**config.mk**
```make
export PLATFORM = sky130hd
export DESIGN_NAME = scoreboard_flat
export DESIGN_NICKNAME = d
export VERILOG_FILES = /design/src/rtl/scoreboard_pkg.sv /design/src/rtl/scoreboard_if.sv /design/src/rtl/scoreboard_entry.sv /design/src/rtl/scoreboard.sv /design/src/flat_wrapper.sv
export SDC_FILE = /design/constraint.sdc
export NUM_CORES = 1
export LEC_CHECK = 0
export ABC_AREA = 0
export CELL_PAD_IN_SITES_DETAIL_PLACEMENT = 2
export CELL_PAD_IN_SITES_GLOBAL_PLACEMENT = 2
export CORE_ASPECT_RATIO = 1.4
export CORE_MARGIN = 2
export CORE_UTILIZATION = 33
export DETAILED_ROUTE_END_ITERATION = 6
export PLACE_DENSITY_LB_ADDON = 0.25
export SYNTH_ARGS = -nofsm -noshare
export SYNTH_HDL_FRONTEND = slang
export SYNTH_SLANG_ARGS = --single-unit
```
**constraint.sdc**
```tcl
create_clock -name clk -period 3.25 [get_ports clk]
set_input_delay 0.4875 -clock clk [delete_from_list [all_inputs] [get_ports clk]]
set_output_delay 0.4875 -clock clk [all_outputs]
set_load 0.02 [all_outputs]
```
**src/rtl/scoreboard_pkg.sv**
```systemverilog
// rtl/scoreboard_pkg.sv - shared types and constants for the register scoreboard
package scoreboard_pkg;

    localparam int SB_TAG_W    = 3;
    localparam int SB_ALU_LAT  = 1;
    localparam int SB_LOAD_LAT = 2;
    localparam int SB_CNT_W    = $clog2(SB_LOAD_LAT + 1);
    localparam int SB_NREGS    = 32;

    typedef logic [SB_TAG_W-1:0] sb_tag_t;
    typedef logic [SB_CNT_W-1:0] sb_cnt_t;
    typedef logic [4:0]          sb_reg_t;

    typedef struct packed {
        logic    busy;
        logic    is_load;
        sb_cnt_t cnt;
        sb_tag_t tag;
    } sb_entry_t;

    localparam sb_cnt_t SB_ALU_CNT  = sb_cnt_t'(SB_ALU_LAT);
    localparam sb_cnt_t SB_LOAD_CNT = sb_cnt_t'(SB_LOAD_LAT);

    // A source operand only matters when it is actually read and is not x0.
    function automatic logic src_pending(input logic use_rs, input sb_reg_t rs,
                                         input logic [SB_NREGS-1:0] vec);
        return use_rs && (rs != 5'd0) && vec[rs];
    endfunction

endpackage

```
**src/rtl/scoreboard_if.sv**
```systemverilog
// rtl/scoreboard_if.sv - issue, writeback, ID-operand and hazard signals of the scoreboard
interface scoreboard_if;
    import scoreboard_pkg::*;

    logic    iss0_fire, iss0_we, iss0_load;
    sb_reg_t iss0_rd;
    logic    iss1_fire, iss1_we, iss1_load;
    sb_reg_t iss1_rd;
    sb_tag_t iss0_tag, iss1_tag;

    logic    wb0_valid, wb1_valid;
    sb_reg_t wb0_rd, wb1_rd;
    sb_tag_t wb0_tag, wb1_tag;

    logic    ex_st_valid;
    sb_reg_t ex_st_rs2;
    logic    flush;

    sb_reg_t id0_rs1, id0_rs2, id0_rd;
    logic    id0_use_rs1, id0_use_rs2, id0_we;
    sb_reg_t id1_rs1, id1_rs2, id1_rd;
    logic    id1_use_rs1, id1_use_rs2, id1_we;

    logic    raw_hazard0, waw_hazard0, war_hazard0, load_use0;
    logic    raw_hazard1, waw_hazard1, war_hazard1, load_use1;

    modport master (
        output iss0_fire, iss0_we, iss0_load, iss0_rd,
        output iss1_fire, iss1_we, iss1_load, iss1_rd,
        output wb0_valid, wb0_rd, wb0_tag, wb1_valid, wb1_rd, wb1_tag,
        output ex_st_valid, ex_st_rs2, flush,
        output id0_rs1, id0_rs2, id0_rd, id0_use_rs1, id0_use_rs2, id0_we,
        output id1_rs1, id1_rs2, id1_rd, id1_use_rs1, id1_use_rs2, id1_we,
        input  iss0_tag, iss1_tag,
        input  raw_hazard0, waw_hazard0, war_hazard0, load_use0,
        input  raw_hazard1, waw_hazard1, war_hazard1, load_use1
    );

    modport slave (
        input  iss0_fire, iss0_we, iss0_load, iss0_rd,
        input  iss1_fire, iss1_we, iss1_load, iss1_rd,
        input  wb0_valid, wb0_rd, wb0_tag, wb1_valid, wb1_rd, wb1_tag,
        input  ex_st_valid, ex_st_rs2, flush,
        input  id0_rs1, id0_rs2, id0_rd, id0_use_rs1, id0_use_rs2, id0_we,
        input  id1_rs1, id1_rs2, id1_rd, id1_use_rs1, id1_use_rs2, id1_we,
        output iss0_tag, iss1_tag,
        output raw_hazard0, waw_hazard0, war_hazard0, load_use0,
        output raw_hazard1, waw_hazard1, war_hazard1, load_use1
    );
endinterface

```
**src/rtl/scoreboard_entry.sv**
```systemverilog
// rtl/scoreboard_entry.sv - in-flight producer state for one architectural register
module scoreboard_entry
    import scoreboard_pkg::*;
(
    input  logic    clk,
    input  logic    rst_n,
    input  logic    flush,
    input  logic    iss0_hit,
    input  logic    iss0_load,
    input  sb_tag_t iss0_tag,
    input  logic    iss1_hit,
    input  logic    iss1_load,
    input  sb_tag_t iss1_tag,
    input  logic    wb0_hit,
    input  sb_tag_t wb0_tag,
    input  logic    wb1_hit,
    input  sb_tag_t wb1_tag,
    output logic    pend_alu,
    output logic    pend_load
);

    sb_entry_t entry;
    logic      wb_clr;
    logic      live;

    // Only the writeback of the youngest producer (matching tag) retires the entry.
    assign wb_clr = entry.busy &&
                    ((wb0_hit && (wb0_tag == entry.tag)) ||
                     (wb1_hit && (wb1_tag == entry.tag)));

    // A same-cycle matching writeback already bypasses, so it hides the entry.
    assign live      = entry.busy && !wb_clr && (entry.cnt != '0);
    assign pend_alu  = live && !entry.is_load;
    assign pend_load = live && entry.is_load;

    // Entry update: flush > slot1 issue > slot0 issue > writeback clear > countdown.
    always_ff @(posedge clk or negedge rst_n) begin
        if (!rst_n) begin
            entry <= '0;
        end else if (flush) begin
            entry <= '0;
        end else if (iss1_hit) begin
            entry <= '{busy: 1'b1, is_load: iss1_load,
                       cnt: (iss1_load ? SB_LOAD_CNT : SB_ALU_CNT), tag: iss1_tag};
        end else if (iss0_hit) begin
            entry <= '{busy: 1'b1, is_load: iss0_load,
                       cnt: (iss0_load ? SB_LOAD_CNT : SB_ALU_CNT), tag: iss0_tag};
        end else if (wb_clr) begin
            entry.busy <= 1'b0;
        end else if (entry.busy && (entry.cnt != '0)) begin
            entry.cnt <= entry.cnt - sb_cnt_t'(1);
        end
    end

endmodule

```
**src/rtl/scoreboard.sv**
```systemverilog
// rtl/scoreboard.sv - per-register producer tracker driving issue hazards for both ID slots
module scoreboard
    import scoreboard_pkg::*;
(
    input  logic         clk,
    input  logic         rst_n,
    scoreboard_if.slave  sb
);

    sb_tag_t             ctr;
    logic [SB_NREGS-1:0] pend_alu;
    logic [SB_NREGS-1:0] pend_load;
    logic [SB_NREGS-1:0] pend_any;

    assign sb.iss0_tag = ctr;
    assign sb.iss1_tag = ctr + sb_tag_t'(1);

    // Tag counter advances by the number of instructions issued this cycle.
    always_ff @(posedge clk or negedge rst_n) begin
        if (!rst_n) begin
            ctr <= '0;
        end else if (sb.flush) begin
            ctr <= '0;
        end else begin
            ctr <= ctr + sb_tag_t'(sb.iss0_fire) + sb_tag_t'(sb.iss1_fire);
        end
    end

    // x0 is hard-wired and never has a producer in flight.
    assign pend_alu[0]  = 1'b0;
    assign pend_load[0] = 1'b0;

    for (genvar i = 1; i < SB_NREGS; i++) begin : g_ent
        scoreboard_entry u_ent (
            .clk       (clk),
            .rst_n     (rst_n),
            .flush     (sb.flush),
            .iss0_hit  (sb.iss0_fire && sb.iss0_we && (sb.iss0_rd == 5'(i))),
            .iss0_load (sb.iss0_load),
            .iss0_tag  (sb.iss0_tag),
            .iss1_hit  (sb.iss1_fire && sb.iss1_we && (sb.iss1_rd == 5'(i))),
            .iss1_load (sb.iss1_load),
            .iss1_tag  (sb.iss1_tag),
            .wb0_hit   (sb.wb0_valid && (sb.wb0_rd == 5'(i))),
            .wb0_tag   (sb.wb0_tag),
            .wb1_hit   (sb.wb1_valid && (sb.wb1_rd == 5'(i))),
            .wb1_tag   (sb.wb1_tag),
            .pend_alu  (pend_alu[i]),
            .pend_load (pend_load[i])
        );
    end

    assign pend_any = pend_alu | pend_load;

    assign sb.raw_hazard0 = src_pending(sb.id0_use_rs1, sb.id0_rs1, pend_alu) ||
                            src_pending(sb.id0_use_rs2, sb.id0_rs2, pend_alu);
    assign sb.load_use0   = src_pending(sb.id0_use_rs1, sb.id0_rs1, pend_load) ||
                            src_pending(sb.id0_use_rs2, sb.id0_rs2, pend_load);
    assign sb.waw_hazard0 = src_pending(sb.id0_we, sb.id0_rd, pend_any);
    assign sb.war_hazard0 = sb.id0_we && (sb.id0_rd != 5'd0) && sb.ex_st_valid &&
                            (sb.id0_rd == sb.ex_st_rs2);

    assign sb.raw_hazard1 = src_pending(sb.id1_use_rs1, sb.id1_rs1, pend_alu) ||
                            src_pending(sb.id1_use_rs2, sb.id1_rs2, pend_alu);
    assign sb.load_use1   = src_pending(sb.id1_use_rs1, sb.id1_rs1, pend_load) ||
                            src_pending(sb.id1_use_rs2, sb.id1_rs2, pend_load);
    assign sb.waw_hazard1 = src_pending(sb.id1_we, sb.id1_rd, pend_any);
    assign sb.war_hazard1 = sb.id1_we && (sb.id1_rd != 5'd0) && sb.ex_st_valid &&
                            (sb.id1_rd == sb.ex_st_rs2);

endmodule

```
**src/flat_wrapper.sv**
```systemverilog
// flat-port wrapper written by rule: the top's interface ports become plain ports
module scoreboard_flat import scoreboard_pkg::*;
  (clk, rst_n, sb_iss0_fire, sb_iss0_we, sb_iss0_load, sb_iss0_rd, sb_iss1_fire, sb_iss1_we, sb_iss1_load, sb_iss1_rd, sb_wb0_valid, sb_wb0_rd, sb_wb0_tag, sb_wb1_valid, sb_wb1_rd, sb_wb1_tag, sb_ex_st_valid, sb_ex_st_rs2, sb_flush, sb_id0_rs1, sb_id0_rs2, sb_id0_rd, sb_id0_use_rs1, sb_id0_use_rs2, sb_id0_we, sb_id1_rs1, sb_id1_rs2, sb_id1_rd, sb_id1_use_rs1, sb_id1_use_rs2, sb_id1_we, sb_iss0_tag, sb_iss1_tag, sb_raw_hazard0, sb_waw_hazard0, sb_war_hazard0, sb_load_use0, sb_raw_hazard1, sb_waw_hazard1, sb_war_hazard1, sb_load_use1);
  scoreboard_if sb_i ();
  input  logic clk;
  input  logic rst_n;
  input wire logic [$bits(sb_i.iss0_fire)-1:0] sb_iss0_fire;
  input wire logic [$bits(sb_i.iss0_we)-1:0] sb_iss0_we;
  input wire logic [$bits(sb_i.iss0_load)-1:0] sb_iss0_load;
  input wire logic [$bits(sb_i.iss0_rd)-1:0] sb_iss0_rd;
  input wire logic [$bits(sb_i.iss1_fire)-1:0] sb_iss1_fire;
  input wire logic [$bits(sb_i.iss1_we)-1:0] sb_iss1_we;
  input wire logic [$bits(sb_i.iss1_load)-1:0] sb_iss1_load;
  input wire logic [$bits(sb_i.iss1_rd)-1:0] sb_iss1_rd;
  input wire logic [$bits(sb_i.wb0_valid)-1:0] sb_wb0_valid;
  input wire logic [$bits(sb_i.wb0_rd)-1:0] sb_wb0_rd;
  input wire logic [$bits(sb_i.wb0_tag)-1:0] sb_wb0_tag;
  input wire logic [$bits(sb_i.wb1_valid)-1:0] sb_wb1_valid;
  input wire logic [$bits(sb_i.wb1_rd)-1:0] sb_wb1_rd;
  input wire logic [$bits(sb_i.wb1_tag)-1:0] sb_wb1_tag;
  input wire logic [$bits(sb_i.ex_st_valid)-1:0] sb_ex_st_valid;
  input wire logic [$bits(sb_i.ex_st_rs2)-1:0] sb_ex_st_rs2;
  input wire logic [$bits(sb_i.flush)-1:0] sb_flush;
  input wire logic [$bits(sb_i.id0_rs1)-1:0] sb_id0_rs1;
  input wire logic [$bits(sb_i.id0_rs2)-1:0] sb_id0_rs2;
  input wire logic [$bits(sb_i.id0_rd)-1:0] sb_id0_rd;
  input wire logic [$bits(sb_i.id0_use_rs1)-1:0] sb_id0_use_rs1;
  input wire logic [$bits(sb_i.id0_use_rs2)-1:0] sb_id0_use_rs2;
  input wire logic [$bits(sb_i.id0_we)-1:0] sb_id0_we;
  input wire logic [$bits(sb_i.id1_rs1)-1:0] sb_id1_rs1;
  input wire logic [$bits(sb_i.id1_rs2)-1:0] sb_id1_rs2;
  input wire logic [$bits(sb_i.id1_rd)-1:0] sb_id1_rd;
  input wire logic [$bits(sb_i.id1_use_rs1)-1:0] sb_id1_use_rs1;
  input wire logic [$bits(sb_i.id1_use_rs2)-1:0] sb_id1_use_rs2;
  input wire logic [$bits(sb_i.id1_we)-1:0] sb_id1_we;
  output wire logic [$bits(sb_i.iss0_tag)-1:0] sb_iss0_tag;
  output wire logic [$bits(sb_i.iss1_tag)-1:0] sb_iss1_tag;
  output wire logic [$bits(sb_i.raw_hazard0)-1:0] sb_raw_hazard0;
  output wire logic [$bits(sb_i.waw_hazard0)-1:0] sb_waw_hazard0;
  output wire logic [$bits(sb_i.war_hazard0)-1:0] sb_war_hazard0;
  output wire logic [$bits(sb_i.load_use0)-1:0] sb_load_use0;
  output wire logic [$bits(sb_i.raw_hazard1)-1:0] sb_raw_hazard1;
  output wire logic [$bits(sb_i.waw_hazard1)-1:0] sb_waw_hazard1;
  output wire logic [$bits(sb_i.war_hazard1)-1:0] sb_war_hazard1;
  output wire logic [$bits(sb_i.load_use1)-1:0] sb_load_use1;
  assign sb_i.iss0_fire = sb_iss0_fire;
  assign sb_i.iss0_we = sb_iss0_we;
  assign sb_i.iss0_load = sb_iss0_load;
  assign sb_i.iss0_rd = sb_iss0_rd;
  assign sb_i.iss1_fire = sb_iss1_fire;
  assign sb_i.iss1_we = sb_iss1_we;
  assign sb_i.iss1_load = sb_iss1_load;
  assign sb_i.iss1_rd = sb_iss1_rd;
  assign sb_i.wb0_valid = sb_wb0_valid;
  assign sb_i.wb0_rd = sb_wb0_rd;
  assign sb_i.wb0_tag = sb_wb0_tag;
  assign sb_i.wb1_valid = sb_wb1_valid;
  assign sb_i.wb1_rd = sb_wb1_rd;
  assign sb_i.wb1_tag = sb_wb1_tag;
  assign sb_i.ex_st_valid = sb_ex_st_valid;
  assign sb_i.ex_st_rs2 = sb_ex_st_rs2;
  assign sb_i.flush = sb_flush;
  assign sb_i.id0_rs1 = sb_id0_rs1;
  assign sb_i.id0_rs2 = sb_id0_rs2;
  assign sb_i.id0_rd = sb_id0_rd;
  assign sb_i.id0_use_rs1 = sb_id0_use_rs1;
  assign sb_i.id0_use_rs2 = sb_id0_use_rs2;
  assign sb_i.id0_we = sb_id0_we;
  assign sb_i.id1_rs1 = sb_id1_rs1;
  assign sb_i.id1_rs2 = sb_id1_rs2;
  assign sb_i.id1_rd = sb_id1_rd;
  assign sb_i.id1_use_rs1 = sb_id1_use_rs1;
  assign sb_i.id1_use_rs2 = sb_id1_use_rs2;
  assign sb_i.id1_we = sb_id1_we;
  assign sb_iss0_tag = sb_i.iss0_tag;
  assign sb_iss1_tag = sb_i.iss1_tag;
  assign sb_raw_hazard0 = sb_i.raw_hazard0;
  assign sb_waw_hazard0 = sb_i.waw_hazard0;
  assign sb_war_hazard0 = sb_i.war_hazard0;
  assign sb_load_use0 = sb_i.load_use0;
  assign sb_raw_hazard1 = sb_i.raw_hazard1;
  assign sb_waw_hazard1 = sb_i.waw_hazard1;
  assign sb_war_hazard1 = sb_i.war_hazard1;
  assign sb_load_use1 = sb_i.load_use1;
  scoreboard u_core (.clk(clk), .rst_n(rst_n), .sb(sb_i));
endmodule
```
==> results of run 1 <==
-- synthesized netlist by cell type, drive strengths merged, types with 9 or more instances --
library cell	number
a32oi	20
dfrtp	220
and3	15
buf	35
nand4	53
o221ai	9
o2111ai	10
a21oi	117
inv	101
a211oi	99
a311oi	58
nor2	339
xor2	53
a22oi	9
mux2i	33
nand3b	10
o31ai	13
nor4b	14
nor2b	36
clkbuf	124
ha	33
mux4	9
nor4	42
or4	11
o211ai	11
and2	9
o21ai	92
or2	22
o22ai	15
nor3	110
xnor2	186
nand2b	39
nand3	82
or3	20
nand2	270
a31oi	27
-- routing by layer --
layer | GRT usage (%) | overflow
met4 | 69.2 | 11
met5 | 11.4 | 0
met1 | 67.0 | 0
met2 | 89.6 | 8
met3 | 41.5 | 2
-- timing repair --
item,in CTS
pin swaps,29
hold buffers,1
hold endpoints to repair,77
buffers inserted,23
endpoints found under the setup margin,6
resized for setup,166
-- through the flow --
stage	hold slack, ps	setup TNS, ps	std cells
CTS	445	-4730	3934
detailed placement	523	-14160	3864
global placement	501	-10680	3864
floorplan	192	0	2472
-- cells by family after synthesis --
kind of cell,count (synthesis),synth area share (%)
xor+xnor,239,11.0
compound gates,567,20.8
buf+inv,263,5.92
fa+ha+maj,34,2.28
flops,220,28.9
simple gates,1105,28.1
mux,44,2.92
==> out/results.md, run 1 <==
| Item | This run |
| --- | --- |
| Result of the run | did not finish |
| Last stage reached | global routing |
| Stop err | [ERROR GRT-0232] Routing congestion too high. Check the congestion heatmap in the GUI. |
| Count of port buffers added during placement | 92 |
| Num Clock Sinks | 220 |
| Total nets after synthesis | 2585 |
| Cell row count | 104 |
| Number of storage elements in the synthesis netlist | 220 |
| Seq/Total Area, Yosys | 28.9% |
| Placed wire-length estimate after detailed placement | 107000 µm |
| Post-Place Worst Slack | -2180 ps |
| Netlist area before placement | 19000 µm² |
| Netlist cell types | 91 |
| Floorplan die height | 288 µm |
| CTS Buf Count | 25 |
| Initial Utilization | 33.2% |
| Maximum clock path buffer count | 3 |
| Overflow left after global routing | 21 |
| Horizontal die dimension | 207 µm |
| H-Tree Depth | 1 |
| Yosys warning total | 0 |
| Clock Root Buffer | sky130_fd_sc_hd__clkbuf_16 |
| Classification of the worst endpoint | top-level output |
| Cell taking the most area after synthesis | sky130_fd_sc_hd__dfrtp_1 |
| Number of enable flip-flop cells after synthesis | 0 |
| Worst endpoint, post-GRT repair | sb_waw_hazard1 |
| Gate count of the mapped netlist | 2472 |
| Post-synth top flop | sky130_fd_sc_hd__dfrtp_1 |
| Per-instance average area after synthesis | 7.70 µm² |
| Gp weighted congestion | 1.03 |
| Pin count of the biggest net entering global routing | 82 |
| Top Ports | 93 |
| Async set or reset register ratio after synthesis | 100% |
| Portion of synthesized cell area occupied by the leading cell type | 28.9% |
| GRT Total Usage | 66.8% |
| Post-DP Area | 26000 µm² |
| Ranking of synthesized cells by area | sky130_fd_sc_hd__dfrtp_1, sky130_fd_sc_hd__xnor2_1, sky130_fd_sc_hd__nor2_1 |
==> run 2: changes to the inputs <==
CELL_PAD_IN_SITES_DETAIL_PLACEMENT = not set   (was 2)
CELL_PAD_IN_SITES_GLOBAL_PLACEMENT = not set   (was 2)
CORE_ASPECT_RATIO = not set   (was 1.4)
CORE_UTILIZATION = 35   (was 33)
PLACE_DENSITY_LB_ADDON = 0.15   (was 0.25)
clock period = 4.2 ns   (was 3.25 ns; I/O delays follow)
==> out/results.md, run 2 <==
| Item | This run |
| --- | --- |
| Total nets after synthesis | 2585 |
| Worst setup path startpoint | sb_wb0_rd[2] |
| Slew @ Worst Pin | 1250 ps |
| Type of the most critical hold path | in2async |
| Number of storage elements in the synthesis netlist | 220 |
| Finished Cell Area | 25700 µm² |
| Count of pins over their slew limit | 0 |
| Tmin final | 4120 ps |
| Portion of synthesized cell area occupied by the leading cell type | 28.9% |
| Static leakage | 9.77 nW |
| Final setup skew | 8.00 ps |
| Combined area of the multi-input logic cells | 13000 µm² |
| Number of enable flip-flop cells after synthesis | 0 |
| Portion of the clock cycle consumed by the worst path in the final layout | 98.2% |
| FF/Latch Area | 5510 µm² |
| Skew-Pair Late Insertion Delay | 570 ps |
| Setup TNS Final | 0 ps |
| Final Hold Violating Endpoints | 0 |
| Worst Hold Margin | 117 ps |
| CTS tree | built |
| Yosys warning total | 0 |
| Data arrival time at the worst-slack endpoint | 3490 ps |
| Initial Utilization | 35.4% |
| GRT Total Usage | 36.3% |
| # setup viols final | 0 |
| Gate count of the mapped netlist | 2472 |
| # placed instances | 3561 |
| Placed wire-length estimate after detailed placement | 83400 µm |
| Post-layout utilization of the core | 47.8% |
| CTS Buf Count | 29 |
| Async set or reset register ratio after synthesis | 100% |
| Commonest non-fill, non-tap cells in the layout | sky130_fd_sc_hd__buf_4, sky130_fd_sc_hd__nor2_1, sky130_fd_sc_hd__nand2_1, sky130_fd_sc_hd__dfrtp_1, sky130_fd_sc_hd__xnor2_1 |
| Layout Nets | 3033 |
| Routed len/inst | 28.8 µm |
| Ranking of synthesized cells by area | sky130_fd_sc_hd__dfrtp_1, sky130_fd_sc_hd__xnor2_1, sky130_fd_sc_hd__nor2_1 |
| RSZ-0062 raised after global routing | no |
| Number of global-route vias before repair | 20800 |
| Number of buffers added to fix hold violations after cts | 0 |
| Filler-free cell count of the finished design | 3635 |
| Detail Route Antenna Nets | 0 |
| Post-Place Worst Slack | -1000 ps |
| Number of inserted filler cells in the final layout | 5343 |
| Number of maximum-capacitance violations | 0 |
| Floorplan Core Area | 53800 µm² |
| Most used standard cell by instance count after synthesis | sky130_fd_sc_hd__nor2_1 |
| Type of element launching the critical path | input pin |
| Num Clock Sinks | 220 |
| Setup slack of the worst register-to-register path | 1460 ps |
| Initial antenna violation count | 2 |
| Gp weighted congestion | 1.00 |
| Maximum clock path buffer count | 3 |
| Horizontal die dimension | 237 µm |
| Most prevalent standard cell on the critical path | sky130_fd_sc_hd__buf_4 |
| Achievable Freq | 0.243 GHz |
| End point of the critical path | sb_waw_hazard0 |
| Fraction of layout cells with a size suffix above 1 | 23.9% |
| Count of port buffers added during placement | 92 |
| Result of the run | finished clean |
| Post-DP Area | 23900 µm² |
| Layout Area Growth over Synthesis | 35.1% |
| H-Tree Depth | 1 |
| Pin count of the biggest net entering global routing | 104 |
| Slowest cell on the critical path | sky130_fd_sc_hd__nor3_1 |
| Top Ports | 93 |
| Wire length after detailed routing | 105000 µm |
| Average vias per placed instance | 6.04 |
| Cell row count | 85 |
| Worst Setup Path Type | in2out |
| Floorplan die height | 237 µm |
| Leading post-synthesis cells by instance count | sky130_fd_sc_hd__nor2_1, sky130_fd_sc_hd__nand2_1, sky130_fd_sc_hd__dfrtp_1 |
| Overflow left after global routing | 0 |
| Power per standard cell area | 243 nW/µm² |
| First-pass GRT wire length | 149000 µm |
| Per-instance average area after synthesis | 7.70 µm² |
| Cell taking the most area after synthesis | sky130_fd_sc_hd__dfrtp_1 |
| Peak supply drop | 353 µV |
| Remaining max-slew budget at the tightest pin | 16.0% |
| Clock Root Buffer | sky130_fd_sc_hd__clkbuf_16 |
| Leading cell type in the layout, fill and taps excluded | sky130_fd_sc_hd__buf_4 |
| Sort of element at the end of the critical path | output pin |
| Number of optimization iterations in the first detailed-route pass | 6 |
| Total power | 6.23 mW |
| Logic depth of the worst register-to-register path | 16 |
| Netlist area before placement | 19000 µm² |
| Routed via count | 21900 |
| CTS clk-pin slew, worst paths | 50 ps |
| Startpoint of the worst register-to-register path | u_core.g_ent[14].u_ent.entry[0] |
| Initial drt markers | 2162 |
| PnR worst setup slack | 77.2 ps |
| Final routed DRC violation total | 0 |
| Die area | 56200 µm² |
| Flip-flop count of the largest register after layout | 217 |
| Required time of the critical path | 3570 ps |
| CP peak stage delay | 530 ps |
| Post-synth top flop | sky130_fd_sc_hd__dfrtp_1 |
| Reg-to-Reg End | u_core.g_ent[14].u_ent.entry[3] |
| Sequence of cells on the critical path | dlygate4sd2_1 > buf_4 > or2_2 > nor3_1 > nor3_2 > buf_4 > buf_12 > mux2i_1 > nor3b_1 > nor4_1 > a2111oi_4 > buf_4 |
| Largest driver fanout on the critical path | 7 |
| Most flop-heavy register | u_core.g_ent.u_ent.entry |
| Netlist cell types | 91 |
| Seq/Total Area, Yosys | 28.9% |
run 2: cell counts after synthesis:
No cell type changed its count.
run 2: logic make-up (layout without fill, tap and decap cells):
group                      count (synthesis)  in the layout  share of synthesized area, %
muxes                                     44             44                          2.92
xor gates and xnor gates                 239            239                          11.0
other                                      0              1                             0
buffers and inverters                    263            729                          5.92
adders and majority gates                 34             34                          2.28
DFF                                      220            220                          28.9
AOI/OAI and AO/OA                        567            567                          20.8
and+or+nand+nor                         1105           1105                          28.1
run 2: how the worst min path moves through the flow:
stage | from | end | depth (start not counted)
6_report | rst_n | u_core.g_ent[3].u_ent.entry[2] | 1
3_5_place_dp | u_core.g_ent[15].u_ent.entry[4] | u_core.g_ent[15].u_ent.entry[4] | 2
2_1_floorplan | rst_n | u_core.g_ent[10].u_ent.entry[0] | 0
3_3_place_gp | u_core.g_ent[9].u_ent.entry[4] | u_core.g_ent[9].u_ent.entry[4] | 2
4_1_cts | rst_n | u_core.g_ent[5].u_ent.entry[1] | 1
5_1_grt | rst_n | u_core.g_ent[2].u_ent.entry[0] | 1
run 2: repair_timing:
item	4_1_cts	5_1_grt
gates resized for setup	139	49
pin swaps	37	24
gates cloned	1	0
endpoints found under the hold margin	0	0
setup buffers	26	5
setup endpoints to repair	6	6
run 2: worst max-delay path, delay by kind of cell:
kind,cells,cell delay [ps]
AOI/OAI and AO/OA,1,180
and+or+nand+nor,5,1540
buffers and inverters,5,1000
muxes,1,120
run 2: power by group:
| part | switching (mW) | internal (mW) | leakage (nW) |
|---|---|---|---|
| clock network | 1.04 | 1.57 | 0.477 |
| registers | 0.0381 | 2.15 | 3.06 |
| logic | 0.914 | 0.531 | 6.24 |
| total | 1.99 | 4.25 | 9.77 |
run 2: metal layers:
metal  track usage, %  wire [µm]  vias up
met5                0         11        -
met4             18.5       6390        2
met3             5.27       7680      257
met2             57.1      46100     1057
met1             48.7      44300    10800
li1                 -          -     9836
run 2: layout make-up:
type	count	area share [%]
inverters	104	1.52
multi-input cells	1989	50.6
well taps	696	3.39
flip-flops and latches	220	21.4
diodes	1	0.00973
clock inverters	14	0.711
clock buffers	35	3.07
repair buffers	576	19.3
Power figures use the tool's default switching activity.
